### src/rtl/if_id_hazard_ctrl_if.sv
`default_nettype none
// +-----------------------------------------------------------------------+
// | if_id_hazard_ctrl_if : IF/ID sequencing controller signal bundle      |
// | Rev 1.0                                                               |
// +-----------------------------------------------------------------------+
interface if_id_hazard_ctrl_if;
  logic [6:0]  id_opcode;
  logic [4:0]  id_rs1_ind;
  logic [4:0]  id_rs2_ind;
  logic        ex_memread;
  logic [4:0]  ex_rd_ind;
  logic        branch_taken;
  logic        exception;
  logic        imem_ready;
  logic        pc_write;
  logic        if_id_write;
  logic        if_flush;
  logic        id_ex_bubble;
  logic [2:0]  ctrl_state;
  logic [31:0] stall_cnt;
  logic [31:0] flush_cnt;

  // master: the pipeline side; slave: the controller
  modport master (
    output id_opcode, id_rs1_ind, id_rs2_ind, ex_memread, ex_rd_ind,
           branch_taken, exception, imem_ready,
    input  pc_write, if_id_write, if_flush, id_ex_bubble, ctrl_state,
           stall_cnt, flush_cnt
  );

  modport slave (
    input  id_opcode, id_rs1_ind, id_rs2_ind, ex_memread, ex_rd_ind,
           branch_taken, exception, imem_ready,
    output pc_write, if_id_write, if_flush, id_ex_bubble, ctrl_state,
           stall_cnt, flush_cnt
  );
endinterface
`default_nettype wire

### src/rtl/if_id_hazard_ctrl.sv
`default_nettype none
// +-----------------------------------------------------------------------+
// | if_id_hazard_ctrl : PC / IF/ID sequencing (stall, flush, wait, halt)  |
// | Optional perf counters: HAZARD_PERF_CNT_EN.   Rev 1.0                 |
// +-----------------------------------------------------------------------+
module if_id_hazard_ctrl #(
  parameter int unsigned LOAD_STALL_CYCLES = 1,
  parameter int unsigned FLUSH_CYCLES      = 1,
  parameter logic [6:0]  HALT_OPCODE       = 7'b1111111
) (
  input  logic              clk,
  input  logic              rst,
  if_id_hazard_ctrl_if.slave bus
);

  typedef enum logic [2:0] {
    ST_RUN        = 3'd0,
    ST_LOAD_STALL = 3'd1,
    ST_FLUSH      = 3'd2,
    ST_IMEM_WAIT  = 3'd3,
    ST_HALT       = 3'd4
  } state_t;

  localparam logic [3:0] STALL_RELOAD = 4'(LOAD_STALL_CYCLES - 1);
  localparam logic [3:0] FLUSH_RELOAD = 4'(FLUSH_CYCLES - 1);
  localparam state_t     STALL_ENTRY  = (LOAD_STALL_CYCLES > 1) ? ST_LOAD_STALL : ST_RUN;
  localparam state_t     FLUSH_ENTRY  = (FLUSH_CYCLES > 1) ? ST_FLUSH : ST_RUN;

  state_t     state_q, state_d;
  logic [3:0] cnt_q, cnt_d;

  logic hz;
  logic redirect;
  logic halt_op;
  logic pc_write;
  logic if_id_write;
  logic if_flush;
  logic id_ex_bubble;

  assign hz = bus.ex_memread && (bus.ex_rd_ind != 5'd0) &&
              ((bus.ex_rd_ind == bus.id_rs1_ind) || (bus.ex_rd_ind == bus.id_rs2_ind));
  assign redirect = bus.exception || bus.branch_taken;
  assign halt_op  = (bus.id_opcode == HALT_OPCODE);

  always_comb begin
    state_d      = state_q;
    cnt_d        = cnt_q;
    pc_write     = 1'b1;
    if_id_write  = 1'b1;
    if_flush     = 1'b0;
    id_ex_bubble = 1'b0;

    case (state_q)
      ST_RUN, ST_IMEM_WAIT: begin
        if (redirect) begin
          if_flush     = 1'b1;
          id_ex_bubble = bus.exception;
          state_d      = FLUSH_ENTRY;
          cnt_d        = FLUSH_RELOAD;
        end else if (!bus.imem_ready) begin
          pc_write = 1'b0;
          if_flush = 1'b1;
          state_d  = ST_IMEM_WAIT;
        end else if (hz) begin
          pc_write     = 1'b0;
          if_id_write  = 1'b0;
          id_ex_bubble = 1'b1;
          // Returning from a fetch wait goes straight back to RUN.
          if (state_q == ST_RUN) begin
            state_d = STALL_ENTRY;
            cnt_d   = STALL_RELOAD;
          end else begin
            state_d = ST_RUN;
          end
        end else if (halt_op) begin
          pc_write    = 1'b0;
          if_id_write = 1'b0;
          state_d     = (state_q == ST_RUN) ? ST_HALT : ST_RUN;
        end else begin
          state_d = ST_RUN;
        end
      end

      ST_LOAD_STALL: begin
        if (redirect) begin
          if_flush     = 1'b1;
          id_ex_bubble = bus.exception;
          state_d      = FLUSH_ENTRY;
          cnt_d        = FLUSH_RELOAD;
        end else begin
          pc_write     = 1'b0;
          if_id_write  = 1'b0;
          id_ex_bubble = 1'b1;
          if (cnt_q <= 4'd1) begin
            state_d = ST_RUN;
            cnt_d   = 4'd0;
          end else begin
            cnt_d = cnt_q - 4'd1;
          end
        end
      end

      ST_FLUSH: begin
        if_flush     = 1'b1;
        id_ex_bubble = 1'b1;
        if (redirect) begin
          state_d = FLUSH_ENTRY;
          cnt_d   = FLUSH_RELOAD;
        end else if (cnt_q <= 4'd1) begin
          state_d = ST_RUN;
          cnt_d   = 4'd0;
        end else begin
          cnt_d = cnt_q - 4'd1;
        end
      end

      ST_HALT: begin
        if (bus.exception) begin
          if_flush     = 1'b1;
          id_ex_bubble = 1'b1;
          state_d      = FLUSH_ENTRY;
          cnt_d        = FLUSH_RELOAD;
        end else begin
          pc_write     = 1'b0;
          if_id_write  = 1'b0;
          id_ex_bubble = 1'b1;
        end
      end

      default: begin
        state_d = ST_RUN;
        cnt_d   = 4'd0;
      end
    endcase
  end

  always_ff @(posedge clk or negedge rst) begin
    if (!rst) begin
      state_q <= ST_RUN;
      cnt_q   <= 4'd0;
    end else begin
      state_q <= state_d;
      cnt_q   <= cnt_d;
    end
  end

  assign bus.pc_write     = pc_write;
  assign bus.if_id_write  = if_id_write;
  assign bus.if_flush     = if_flush;
  assign bus.id_ex_bubble = id_ex_bubble;
  assign bus.ctrl_state   = state_q;

`ifdef HAZARD_PERF_CNT_EN
  logic [31:0] stall_cnt_q, stall_cnt_d;
  logic [31:0] flush_cnt_q, flush_cnt_d;

  always_comb begin
    stall_cnt_d = stall_cnt_q;
    flush_cnt_d = flush_cnt_q;
    if (id_ex_bubble && !if_flush && (stall_cnt_q != 32'hFFFF_FFFF)) begin
      stall_cnt_d = stall_cnt_q + 32'd1;
    end
    if (if_flush && (flush_cnt_q != 32'hFFFF_FFFF)) begin
      flush_cnt_d = flush_cnt_q + 32'd1;
    end
  end

  always_ff @(posedge clk or negedge rst) begin
    if (!rst) begin
      stall_cnt_q <= 32'd0;
      flush_cnt_q <= 32'd0;
    end else begin
      stall_cnt_q <= stall_cnt_d;
      flush_cnt_q <= flush_cnt_d;
    end
  end

  assign bus.stall_cnt = stall_cnt_q;
  assign bus.flush_cnt = flush_cnt_q;
`else
  assign bus.stall_cnt = 32'd0;
  assign bus.flush_cnt = 32'd0;
`endif

endmodule
`default_nettype wire

### src/flat_wrapper.sv
// flat-port wrapper written by rule: the top's interface ports become plain ports
module if_id_hazard_ctrl_flat 
#(
  parameter int unsigned LOAD_STALL_CYCLES = 1,
  parameter int unsigned FLUSH_CYCLES      = 1,
  parameter logic [6:0]  HALT_OPCODE       = 7'b1111111
)
  (clk, rst, bus_id_opcode, bus_id_rs1_ind, bus_id_rs2_ind, bus_ex_memread, bus_ex_rd_ind, bus_branch_taken, bus_exception, bus_imem_ready, bus_pc_write, bus_if_id_write, bus_if_flush, bus_id_ex_bubble, bus_ctrl_state, bus_stall_cnt, bus_flush_cnt);
  if_id_hazard_ctrl_if bus_i ();
  input  logic clk;
  input  logic rst;
  input wire logic [$bits(bus_i.id_opcode)-1:0] bus_id_opcode;
  input wire logic [$bits(bus_i.id_rs1_ind)-1:0] bus_id_rs1_ind;
  input wire logic [$bits(bus_i.id_rs2_ind)-1:0] bus_id_rs2_ind;
  input wire logic [$bits(bus_i.ex_memread)-1:0] bus_ex_memread;
  input wire logic [$bits(bus_i.ex_rd_ind)-1:0] bus_ex_rd_ind;
  input wire logic [$bits(bus_i.branch_taken)-1:0] bus_branch_taken;
  input wire logic [$bits(bus_i.exception)-1:0] bus_exception;
  input wire logic [$bits(bus_i.imem_ready)-1:0] bus_imem_ready;
  output wire logic [$bits(bus_i.pc_write)-1:0] bus_pc_write;
  output wire logic [$bits(bus_i.if_id_write)-1:0] bus_if_id_write;
  output wire logic [$bits(bus_i.if_flush)-1:0] bus_if_flush;
  output wire logic [$bits(bus_i.id_ex_bubble)-1:0] bus_id_ex_bubble;
  output wire logic [$bits(bus_i.ctrl_state)-1:0] bus_ctrl_state;
  output wire logic [$bits(bus_i.stall_cnt)-1:0] bus_stall_cnt;
  output wire logic [$bits(bus_i.flush_cnt)-1:0] bus_flush_cnt;
  assign bus_i.id_opcode = bus_id_opcode;
  assign bus_i.id_rs1_ind = bus_id_rs1_ind;
  assign bus_i.id_rs2_ind = bus_id_rs2_ind;
  assign bus_i.ex_memread = bus_ex_memread;
  assign bus_i.ex_rd_ind = bus_ex_rd_ind;
  assign bus_i.branch_taken = bus_branch_taken;
  assign bus_i.exception = bus_exception;
  assign bus_i.imem_ready = bus_imem_ready;
  assign bus_pc_write = bus_i.pc_write;
  assign bus_if_id_write = bus_i.if_id_write;
  assign bus_if_flush = bus_i.if_flush;
  assign bus_id_ex_bubble = bus_i.id_ex_bubble;
  assign bus_ctrl_state = bus_i.ctrl_state;
  assign bus_stall_cnt = bus_i.stall_cnt;
  assign bus_flush_cnt = bus_i.flush_cnt;
  if_id_hazard_ctrl #(.LOAD_STALL_CYCLES(LOAD_STALL_CYCLES), .FLUSH_CYCLES(FLUSH_CYCLES), .HALT_OPCODE(HALT_OPCODE)) u_core (.clk(clk), .rst(rst), .bus(bus_i));
endmodule
### config.mk
export PLATFORM = sky130hd
export DESIGN_NAME = if_id_hazard_ctrl_flat
export DESIGN_NICKNAME = d
export VERILOG_FILES = /design/src/rtl/if_id_hazard_ctrl_if.sv /design/src/rtl/if_id_hazard_ctrl.sv /design/src/flat_wrapper.sv
export SDC_FILE = /design/constraint.sdc
export NUM_CORES = 1
export LEC_CHECK = 0
export CAP_MARGIN = 20
export CORE_MARGIN = 1.5
export CORE_UTILIZATION = 28
export CTS_CLUSTER_DIAMETER = 80
export DETAILED_ROUTE_END_ITERATION = 8
export PLACE_DENSITY = 0.85
export SLEW_MARGIN = 20
export SYNTH_ARGS = -nofsm -noshare
export SYNTH_HDL_FRONTEND = slang
export SYNTH_SLANG_ARGS = --single-unit
### constraint.sdc
create_clock -name clk -period 3.6 [get_ports clk]
set_input_delay 0.72 -clock clk [delete_from_list [all_inputs] [get_ports clk]]
set_output_delay 0.72 -clock clk [all_outputs]
set_load 0.01 [all_outputs]
-- After elaboration in Yosys (flattened, before gate mapping)
Index checks and enable logic that the tools add are counted.
Widths: inputs -> output; s select.
- add/sub/neg operators: 1
- multiply operators: 0
- div/mod/pow operators: 0
- order comparisons: 1
- equal/unequal tests: 12
- shift operators: 0
- multiplexer cells: 35
- bitwise gates (word level): 0
- reduce and logical (&&, ||, !) cells: 11
- operators with widths (kind ; number):
    $mux 4 ; 7
    $mux 3 ; 8
    $mux 1 ; 14
    $pmux 4 s3 ; 1
    $eq 5x5->1 ; 2
    $ne 3x1->1 const B ; 3
    $pmux 1 s3 ; 3
    $pmux 3 s3 ; 1
    $eq 7x7->1 const B ; 1
    $eq 3x2->1 const B ; 2
    $reduce_or 2->1 ; 3
    $reduce_bool 5->1 ; 1
    $le 4x1->1 const B ; 1
    $pmux 1 s4 ; 1
    $reduce_and 4->1 ; 1
    $sub 4x1->4 const B ; 1
    $eq 3x1->1 const B ; 1
    $eq 3x3->1 const B ; 1
    $logic_not 3->1 ; 1
    $ne 3x2->1 const B ; 1
    $logic_and 1x1->1 ; 2
    $logic_or 1x1->1 ; 2
    $ne 2x2->1 const B ; 1
    $reduce_and 2->1 ; 1
- flip-flop bits (word level): 7
- bits in latches: 0
- RAM bits: 0
- bits in read-only memories: 0
- input port bits: 28
- output and inout bits: 71
- logic and storage cells: 62
- memories: 0

-- Longest topological paths before layout
Gate-level depths: netlist of the first run.
- depth in word-level cells: 7
- depth in mapped cells: 5
- gate-level depth less buffers: 5

-- Worst setup path before layout of the first run
No wires, ideal clock.
- path kind: in2out
- start point: input port bus_ex_rd_ind[3]
- end point: output port bus_if_id_write
- arrival time: 1.683 ns
- data required time: 2.880 ns
- slack: 1.197 ns
- stages on the path: 4
- buffers on the path: 0
- cell sequence: or4_4 -> o21ai_2 -> a21oi_2 -> a31oi_1
- longest elaborated chain between the ends: 7
- elaborated cells between the ends (all ways): 10
- classes of those cells: eq/ne: 2; mux: 4; reduce/logical: 4
- ends and longest elaborated chain (element ; line ; text):
    start, declared ; flat_wrapper.sv:16 ; input wire logic [$bits(bus_i.ex_rd_ind)-1:0] bus_ex_rd_ind;
    $eq 5x5->1 / $reduce_bool 5->1 (equally long branches) ; if_id_hazard_ctrl.sv:41, if_id_hazard_ctrl.sv:40 ;
    $logic_or 1x1->1 / $logic_and 1x1->1 (equally long branches) ; if_id_hazard_ctrl.sv:41, if_id_hazard_ctrl.sv:40 ;
    $logic_and 1x1->1 (*) ; if_id_hazard_ctrl.sv:40 ; assign hz = bus.ex_memread && (bus.ex_rd_ind != 5'd0) &&
    $mux 1 (*) ; if_id_hazard_ctrl.sv:64 ; end else if (hz) begin
    $mux 1 (*) ; if_id_hazard_ctrl.sv:60 ; end else if (!bus.imem_ready) begin
    $mux 1 (*) ; if_id_hazard_ctrl.sv:55 ; if (redirect) begin
    $pmux 1 s3 (*) ; if_id_hazard_ctrl.sv:53 ; case (state_q)
    end, declared ; flat_wrapper.sv:21 ; output wire logic [$bits(bus_i.if_id_write)-1:0] bus_if_id_write;
Mark *: on every way between the ends. The rest lies on a longest branch, timed or not.

-- Worst setup path in the final report of the first run
Ends and elaborated chain as after synthesis.

==> results.cfg, run 1 <==
[cts]
clk_latency_ps = 220
cts_setup_buffers = 0
cts_resized = 0
clockBufferDepth = 2
cts-root-buf = clkbuf_4
cts_buffers = 3
cts_tree = yes
h-tree-depth = 1
cts.clk_slew.worst_paths_ps = 30
cts_hold_buf = 0
clock-sinks = 2

[placement]
placed_cell_area_um2 = 932
place_hpwl_um = 1170
port_buffers = 34
place.gp.congestion = 0.758

[global_routing]
grt_start_max_net_pins = 8
antenna_found_initial = 0
grt_pass1_vias = 446
grt_pass1_wl_um = 1850
overflow = 0
grtUsageTotal = 0.0744

[yosys]
yosys_warnings = 0
ys_types = 24
syn_area_um2 = 797
ys_ff_latch = 2
syn_inst = 105
avgSynthCellArea_um2 = 7.59
yosysSeqAreaShare = 0.0628

[route]
ant_nets = 0
wl_um = 1250
firstDrtPassIters = 3
avgRoutedWirePerCell_um = 7.26
vias = 589
route.detailed.drc = 0
via_per_inst = 3.42
drtIter0Drc = 30

[floorplan]
start_util = 0.292
die_y_um = 56.4
io_pins = 99
rows = 19
die_area_um2 = 3180
die_x_um = 56.4
core_area_um2 = 2730

[timing]
tns_ps = 0
fmax_mhz = 288
clock_skew_ps = 0.513
hold_violations = 0
finalSetupViolCount = 0
rsz0062_at_grt = false
final-max-slew-violation-count = 0
fin_crit_sh = 0.966
final.min_clock_period_ps = 3480

[final_layout]
nNetsFinal = 171
syn_to_final_growth_pct = 19.8
fillers = 296
antenna_cells = 0
largest_register_ffs = 2
fin_util = 0.349
register_area_um2 = 50.0
multiInputGateArea_um2 = 492
drive_above_1_share = 0.0638
final_cell_area_um2 = 955

[setup_path]
crit_path_max_incr_delay_ps = 570
cp.arrival_ps = 2760
setup.worst_path.end_class = primary output
slowest_stage = clkdlybuf4s50_1
worstSetupPathType = in -> out
crit_family = buffers and inverters
startpoint = bus_ex_rd_ind[3]
worstPathCellList = clkdlybuf4s50_1 -> or4_4 -> o21ai_2 -> a21oi_2 -> a31oi_1 -> clkdlybuf4s50_1
cp_max_fo = 4
critPathBufInv = 2
cp.required_ps = 2880
reg2reg_from = u_core.bus.ctrl_state[2]$_DFFE_PN0N_
worst_setup_path_start_kind = input port
cp_common_cell = clkdlybuf4s50_1

[power]
max-vdd-ir-drop_mv = 0.121
power_leakage_nw = 0.470
cellPowerDensity_nw_per_um2 = 171

[run]
cap_violations = 0

[run_status]
status = completed

[hold_path]
hp-class = reg -> reg
min-delay-start = u_core.bus.ctrl_state[2]$_DFFE_PN0N_
-- final timing paths --
check	to	slack (ps)	depth (start not counted)
setup / recovery	bus_if_id_write	120	6
hold / removal	u_core.bus.ctrl_state[1]$_DFFE_PN0N_	550	1
setup reg to reg	u_core.bus.ctrl_state[2]$_DFFE_PN0N_	2420	4
hold reg to reg	u_core.bus.ctrl_state[1]$_DFFE_PN0N_	550	1
max in group asynchronous	u_core.bus.ctrl_state[2]$_DFFE_PN0N_	2810	1
min in group asynchronous	u_core.bus.ctrl_state[1]$_DFFE_PN0N_	670	1
-- cell usage in the layout (no fill, tap or decap), types with 2 or more instances in the layout --
master,n
clkbuf_4,3
nor2_1,2
conb_1,64
nand3_1,3
xnor2_1,4
dfrtp_1,2
a21oi_1,2
xor2_1,6
nor3_1,3
clkdlybuf4s50_1,34
nand2_1,3
-- synth_stat cells --
library cell / number / area share
buf_4: 65 / 0.61
or4_4: 1 / 0.014
xnor2_1: 4 / 0.044
nor2_1: 2 / 0.0094
o21ai_2: 1 / 0.011
nand3_2: 1 / 0.013
o21ai_0: 1 / 0.0063
a31o_1: 1 / 0.011
inv_1: 1 / 0.0047
a21oi_1: 2 / 0.013
nor4_1: 1 / 0.0079
nand3_1: 3 / 0.019
nand4_1: 1 / 0.0079
nand2_1: 3 / 0.014
nand2b_1: 1 / 0.0079
dfrtp_1: 2 / 0.063
a31oi_1: 1 / 0.0079
conb_1: 1 / 0.0047
a21oi_2: 1 / 0.011
xor2_1: 6 / 0.066
nor3b_1: 1 / 0.0094
a22oi_1: 1 / 0.0094
nor3_1: 3 / 0.019
o31ai_2: 1 / 0.016
-- layer usage --
metal | share of wire | up-vias | track usage
met3 | 0.14 | 0 | 0.0253
met4 | 0 | 0 | 0.0408
li1 | - | 284 | -
met1 | 0.33 | 253 | 0.0739
met5 | 0 | - | 0
met2 | 0.53 | 52 | 0.134
-- cell type report --
cell class                      count  share of cell area
Sequential cell                     2              0.0524
Clock buffer                        3              0.0236
Timing Repair Buffer               35               0.364
Multi-Input combinational cell    100               0.515
Inverter                            1             0.00393
Tap cell                           31              0.0406
-- report_power, final --
group          switching [mW]  total [mW]  internal (mW)
logic                  0.0501      0.0902         0.0401
clock network          0.0121      0.0488         0.0367
registers            0.000781      0.0239         0.0231
-- kinds of logic (layout without fill, tap and decap cells) --
family	count (synthesis)	count (layout)	synth area share
AOI/OAI and AO/OA	9	9	0.0848
xor gates and xnor gates	10	10	0.110
buffers and inverters	66	39	0.617
DFF	2	2	0.0628
other	1	64	0.00471
and+or+nand+nor	17	17	0.121
-- through the flow --
| stage | setup slack [ps] | instances | hold slack [ps] | total power, mW |
|---|---|---|---|---|
| 2_1_floorplan | 1200 | 168 | 424 | 0.123 |
| 3_3_place_gp | 152 | 169 | 537 | 0.113 |
| 3_5_place_dp | 142 | 169 | 553 | 0.114 |
| 4_1_cts | 143 | 172 | 553 | 0.165 |
| 5_1_grt | 85.0 | 172 | 592 | 0.177 |
| 6_report | 123 | 172 | 551 | 0.163 |
(Power assumes the default switching activity.)
==> inputs of run 2 (changes only) <==
--- a/config.mk
+++ b/config.mk
@@ -7,11 +7,12 @@
 export LEC_CHECK = 0
 export CAP_MARGIN = 20
 export CORE_MARGIN = 1.5
-export CORE_UTILIZATION = 28
+export CORE_UTILIZATION = 24
 export CTS_CLUSTER_DIAMETER = 80
 export DETAILED_ROUTE_END_ITERATION = 8
-export PLACE_DENSITY = 0.85
+export PLACE_DENSITY = 0.77
 export SLEW_MARGIN = 20
 export SYNTH_ARGS = -nofsm -noshare
 export SYNTH_HDL_FRONTEND = slang
 export SYNTH_SLANG_ARGS = --single-unit
+export TNS_END_PERCENT = 10
==> constraint.sdc (replaced) <==
create_clock -name clk -period 3.05 [get_ports clk]
set_input_delay 0.61 -clock clk [delete_from_list [all_inputs] [get_ports clk]]
set_output_delay 0.61 -clock clk [all_outputs]
set_load 0.01 [all_outputs]
==> run 2 against run 1 <==
Hold slack worse by 13 ps. First-iteration DRC count down 37%. Power up 24%. Largest cell class unchanged. Cell count up 10%. Clock skew about the same. Sequential share of layout area down 0.29 points. Setup slack better by 3.7 ps. Combinational power up 23%. Wire length up 6.5%.
==> results.cfg, run 2 (synthesis results as in run 1) <==
[setup_path]
slowest_stage = or4_4
crit_family = buffers and inverters
worst_setup_path_start_kind = input port
cp.required_ps = 2440
r2r_setup_slack_ps = 1780
critPathBufInv = 2
cp_max_fo = 4
worstPathCellList = clkdlybuf4s50_1 -> or4_4 -> o21ai_2 -> a21oi_2 -> a31o_1 -> dlygate4sd2_1
crit_path_max_incr_delay_ps = 550
reg2reg_from = u_core.bus.ctrl_state[2]$_DFFE_PN0N_
setup.worst_path.end_class = primary output
r2r_cells = 4
cp.arrival_ps = 2310
r2r_end = u_core.bus.ctrl_state[2]$_DFFE_PN0N_
worstSetupPathType = in -> out

[floorplan]
rows = 20
io_pins = 99
die_x_um = 60.6
die_area_um2 = 3680
die_y_um = 60.6
start_util = 0.257
core_area_um2 = 3100

[global_routing]
grt_pass1_vias = 440
antenna_found_initial = 0
grt_start_max_net_pins = 8
grt_pass1_wl_um = 1790
overflow = 0
grtUsageTotal = 0.0680

[route]
drtIter0Drc = 19
wl_um = 1330
via_per_inst = 3.15
route.detailed.drc = 0
firstDrtPassIters = 4
vias = 598
ant_nets = 0
avgRoutedWirePerCell_um = 7.00

[power]
pwr-share-comb = 0.550
power.total_mw = 0.201
power_leakage_nw = 0.494
pwr-share-clk = 0.310
seqPwrFrac = 0.140
cellPowerDensity_nw_per_um2 = 199
max-vdd-ir-drop_mv = 0.0504
intPower_mw = 0.121
p_sw_mw = 0.0800
switching_share = 0.397

[placement]
place.gp.congestion = 0.638
port_buffers = 34
pre_cts_slack_ps = -126
place_hpwl_um = 1220
placed_cell_area_um2 = 986
dp_cells = 187

[hold_path]
hp-class = in -> async

[run]
cap_violations = 0

[final_layout]
finalNonFillerCells = 190
antenna_cells = 0
syn_to_final_growth_pct = 26.7
final_cell_mix = 64 x conb_1, 31 x clkdlybuf4s50_1, 6 x xor2_1, 6 x buf_4, 4 x xnor2_1
fin_util = 0.325
multiInputGateArea_um2 = 497
register_area_um2 = 50.0
largest_register_ffs = 2
fillers = 358
nNetsFinal = 176
final_cell_area_um2 = 1010
mostFrequentLayoutCell = conb_1
drive_above_1_share = 0.103

[timing]
rsz0062_at_grt = false
fmax_mhz = 342
finalSetupViolCount = 0
tns_ps = 0
hold_violations = 0
final-max-slew-violation-count = 0
fin_crit_sh = 0.958
hold-worst-slack_ps = 539
final.min_clock_period_ps = 2920
clock_skew_ps = 0.784
worst_slack_ps = 127

[cts]
h-tree-depth = 1
cts_setup_buffers = 0
cts_buffers = 3
cts_resized = 4
clk_latency_ps = 230
cts_tree = yes
cts_hold_buf = 0
clockBufferDepth = 2
cts-root-buf = clkbuf_4
clock-sinks = 2
cts.clk_slew.worst_paths_ps = 30

[run_status]
status = completed
-- run 2: cell types whose count changed in the layout (fill, tap and decap cells not counted), sizes merged --
cell | previous run | this run
buf | 1 | 6
clkdlybuf4s50 | 34 | 31
dlygate4sd2 | 0 | 3
-- run 2: how the worst max path moves through the flow --
stage / from / end / slack, ps / depth (start not counted)
global placement: bus_ex_rd_ind[3] / bus_if_id_write / -110 / 6
CTS: bus_ex_rd_ind[3] / bus_id_ex_bubble / 100 / 6
global route: bus_ex_rd_ind[4] / bus_id_ex_bubble / 50 / 6
floorplan: bus_ex_rd_ind[3] / bus_if_id_write / 870 / 4
detailed placement: bus_ex_rd_ind[2] / bus_id_ex_bubble / -130 / 7
finish: bus_ex_rd_ind[3] / bus_id_ex_bubble / 130 / 6
-- run 2: metal layers --
metal	up-vias	GRT usage	wire length, um
met4	0	0.0373	14
met2	55	0.118	690
li1	296	-	-
met5	-	0	0
met1	245	0.0691	426
met3	2	0.0277	200
-- run 2: cell type report --
type	instances	share of cell area
timing repair buffer	40	0.378
sequential	2	0.0496
inverter	1	0.00372
multi-input combinational	100	0.492
clock buffer	3	0.0223
tap	44	0.0545
-- run 2: power groups by stage --
stage               clock (mW)  sequential (mW)  combinational [mW]
CTS                     0.0658           0.0281               0.110
finish                  0.0624           0.0281               0.111
detailed placement           0           0.0284               0.110
global route            0.0709           0.0282               0.122
global placement             0           0.0284               0.109
floorplan                    0           0.0285               0.116
-- run 2: worst reg2reg max path, delay by kind of cell, from the launching register on --
kind	cells	cell delay (ps)
DFF	1	430
and+or+nand+nor	2	390
buffers and inverters	1	190
AOI/OAI and AO/OA	1	180
==> inputs of run 3 (changes only) <==
--- a/config.mk
+++ b/config.mk
@@ -7,10 +7,10 @@
 export LEC_CHECK = 0
 export CAP_MARGIN = 20
 export CORE_MARGIN = 1.5
-export CORE_UTILIZATION = 24
-export CTS_CLUSTER_DIAMETER = 80
+export CORE_UTILIZATION = 56
 export DETAILED_ROUTE_END_ITERATION = 8
-export PLACE_DENSITY = 0.77
+export DONT_BUFFER_PORTS = 1
+export PLACE_DENSITY = 0.73
 export SLEW_MARGIN = 20
 export SYNTH_ARGS = -nofsm -noshare
 export SYNTH_HDL_FRONTEND = slang
==> run 3 against run 2 <==
Flip-flop and latch count stayed put. Sequential share of layout area is 3.6 points higher. Hold slack worse by 460 ps. Setup slack better by 690 ps. Non-clock buffer count is 40 lower. Sequential power is 2% higher. Clock-buffer cell count stayed put. Core utilization is 12 points higher. Highest routed layer unchanged.
==> results.cfg, run 3 (synthesis results as in run 1) <==
[cts]
cts_buffers = 3
cts_tree = yes
cts.clk_slew.worst_paths_ps = 30
cts_setup_buffers = 0
clock-sinks = 2
cts-root-buf = clkbuf_4
cts_resized = 0
cts_hold_buf = 0
h-tree-depth = 1
clk_latency_ps = 230
clockBufferDepth = 2

[route]
vias = 466
ant_nets = 0
avgRoutedWirePerCell_um = 8.00
drtIter0Drc = 3
route.detailed.drc = 0
wl_um = 968
firstDrtPassIters = 2
via_per_inst = 3.85

[setup_path]
r2r_cells = 3
cp.arrival_ps = 1620
worstSetupPathType = in -> out
r2r_end = u_core.bus.ctrl_state[2]$_DFFE_PN0N_
setup.worst_path.end_class = primary output
reg2reg_from = u_core.bus.ctrl_state[2]$_DFFE_PN0N_
cp.required_ps = 2440
cp_max_fo = 4
r2r_setup_slack_ps = 1580
worst_setup_path_start_kind = input port

[timing]
rsz0062_at_grt = false
finalSetupViolCount = 0
final.min_clock_period_ps = 2230
worst_pin_slew_ps = 563
clock_skew_ps = 2.53
hold_violations = 0
relSlewSlack = 0.622
fmax_mhz = 448
hold-worst-slack_ps = 79.3
fin_crit_sh = 0.732
tns_ps = 0
final-max-slew-violation-count = 0

[floorplan]
die_x_um = 40.7
core_area_um2 = 1320
die_area_um2 = 1660
io_pins = 99
start_util = 0.605
rows = 13
die_y_um = 40.7

[placement]
port_buffers = 0
place.gp.congestion = 0.627
place_hpwl_um = 900
dp_cells = 118

[final_layout]
syn_to_final_growth_pct = -26.4
largest_register_ffs = 2
nNetsFinal = 136
final_cell_mix = 64 x conb_1, 6 x xor2_1, 4 x xnor2_1
fillers = 136
finalNonFillerCells = 121
mostFrequentLayoutCell = conb_1
antenna_cells = 0
drive_above_1_share = 0.0755

[power]
power_leakage_nw = 0.332
max-vdd-ir-drop_mv = 0.0732
cellPowerDensity_nw_per_um2 = 250

[run_status]
status = completed

[global_routing]
grtUsageTotal = 0.0975
grtUsageMet2 = 0.194
grt_pass1_vias = 298
grt_busiest_layer = met2
met3_usage = 0.0109
grtUsageMet1 = 0.0769
antenna_found_initial = 0
overflow = 0
grt_pass1_wl_um = 1020
grt_start_max_net_pins = 8

[hold_path]
hp-class = in -> async

[run]
cap_violations = 0
==> run 3: cell types whose count changed in the layout (fill, tap and decap cells not counted) <==
| cell | previous run | this run |
|---|---|---|
| clkdlybuf4s50_1 | 31 | 0 |
| buf_4 | 6 | 0 |
| nor3_2 | 1 | 0 |
| nor3_1 | 2 | 3 |
| dlygate4sd2_1 | 3 | 0 |
==> run 3: worst max-delay path by stage <==
| stage | start | end |
|---|---|---|
| 3_5_place_dp | bus_ex_rd_ind[3] | bus_if_id_write |
| 4_1_cts | bus_ex_rd_ind[3] | bus_if_id_write |
| 6_report | bus_ex_rd_ind[3] | bus_if_id_write |
| 2_1_floorplan | bus_ex_rd_ind[3] | bus_if_id_write |
| 5_1_grt | u_core.bus.ctrl_state[2]$_DFFE_PN0N_ | bus_if_id_write |
| 3_3_place_gp | bus_ex_rd_ind[3] | bus_if_id_write |
==> run 3: critical path: stages <==
cell and delay, ps:
or4_4 510, o21ai_2 140, a21oi_2 70, a31oi_1 300
==> run 3: per-layer routing <==
metal	share of wire	up-vias
met5	0	-
met4	0.015	0
met3	0.16	2
met2	0.55	54
met1	0.27	197
li1	-	213
==> run 3: stage by stage <==
| step | total power [mW] | setup slack (ps) | area (um^2) | util |
|---|---|---|---|---|
| final | 0.147 | 817 | 587 | 0.445 |
| after global placement | 0.0853 | 833 | 564 | 0.428 |
| after detailed placement | 0.0858 | 809 | 564 | 0.428 |
| after floorplan | 0.145 | 867 | 1030 | - |
| after global routing | 0.160 | 703 | 587 | 0.445 |
| after CTS | 0.147 | 809 | 587 | 0.445 |
==> run 3: final cells by class <==
type	instances	area (um^2)	share of cell area
sequential	2	50.0	0.0853
inverter	1	3.75	0.00640
tap	15	18.8	0.0320
clock buffer	3	22.5	0.0384
multi-input combinational	100	492	0.838
==> run 3: power breakdown <==
| group | internal [mW] | total, mW | switching [mW] |
|---|---|---|---|
| logic | 0.0121 | 0.0582 | 0.0461 |
| registers | 0.0273 | 0.0288 | 0.00151 |
| clock network | 0.0435 | 0.0597 | 0.0162 |
| total | 0.0829 | 0.147 | 0.0638 |
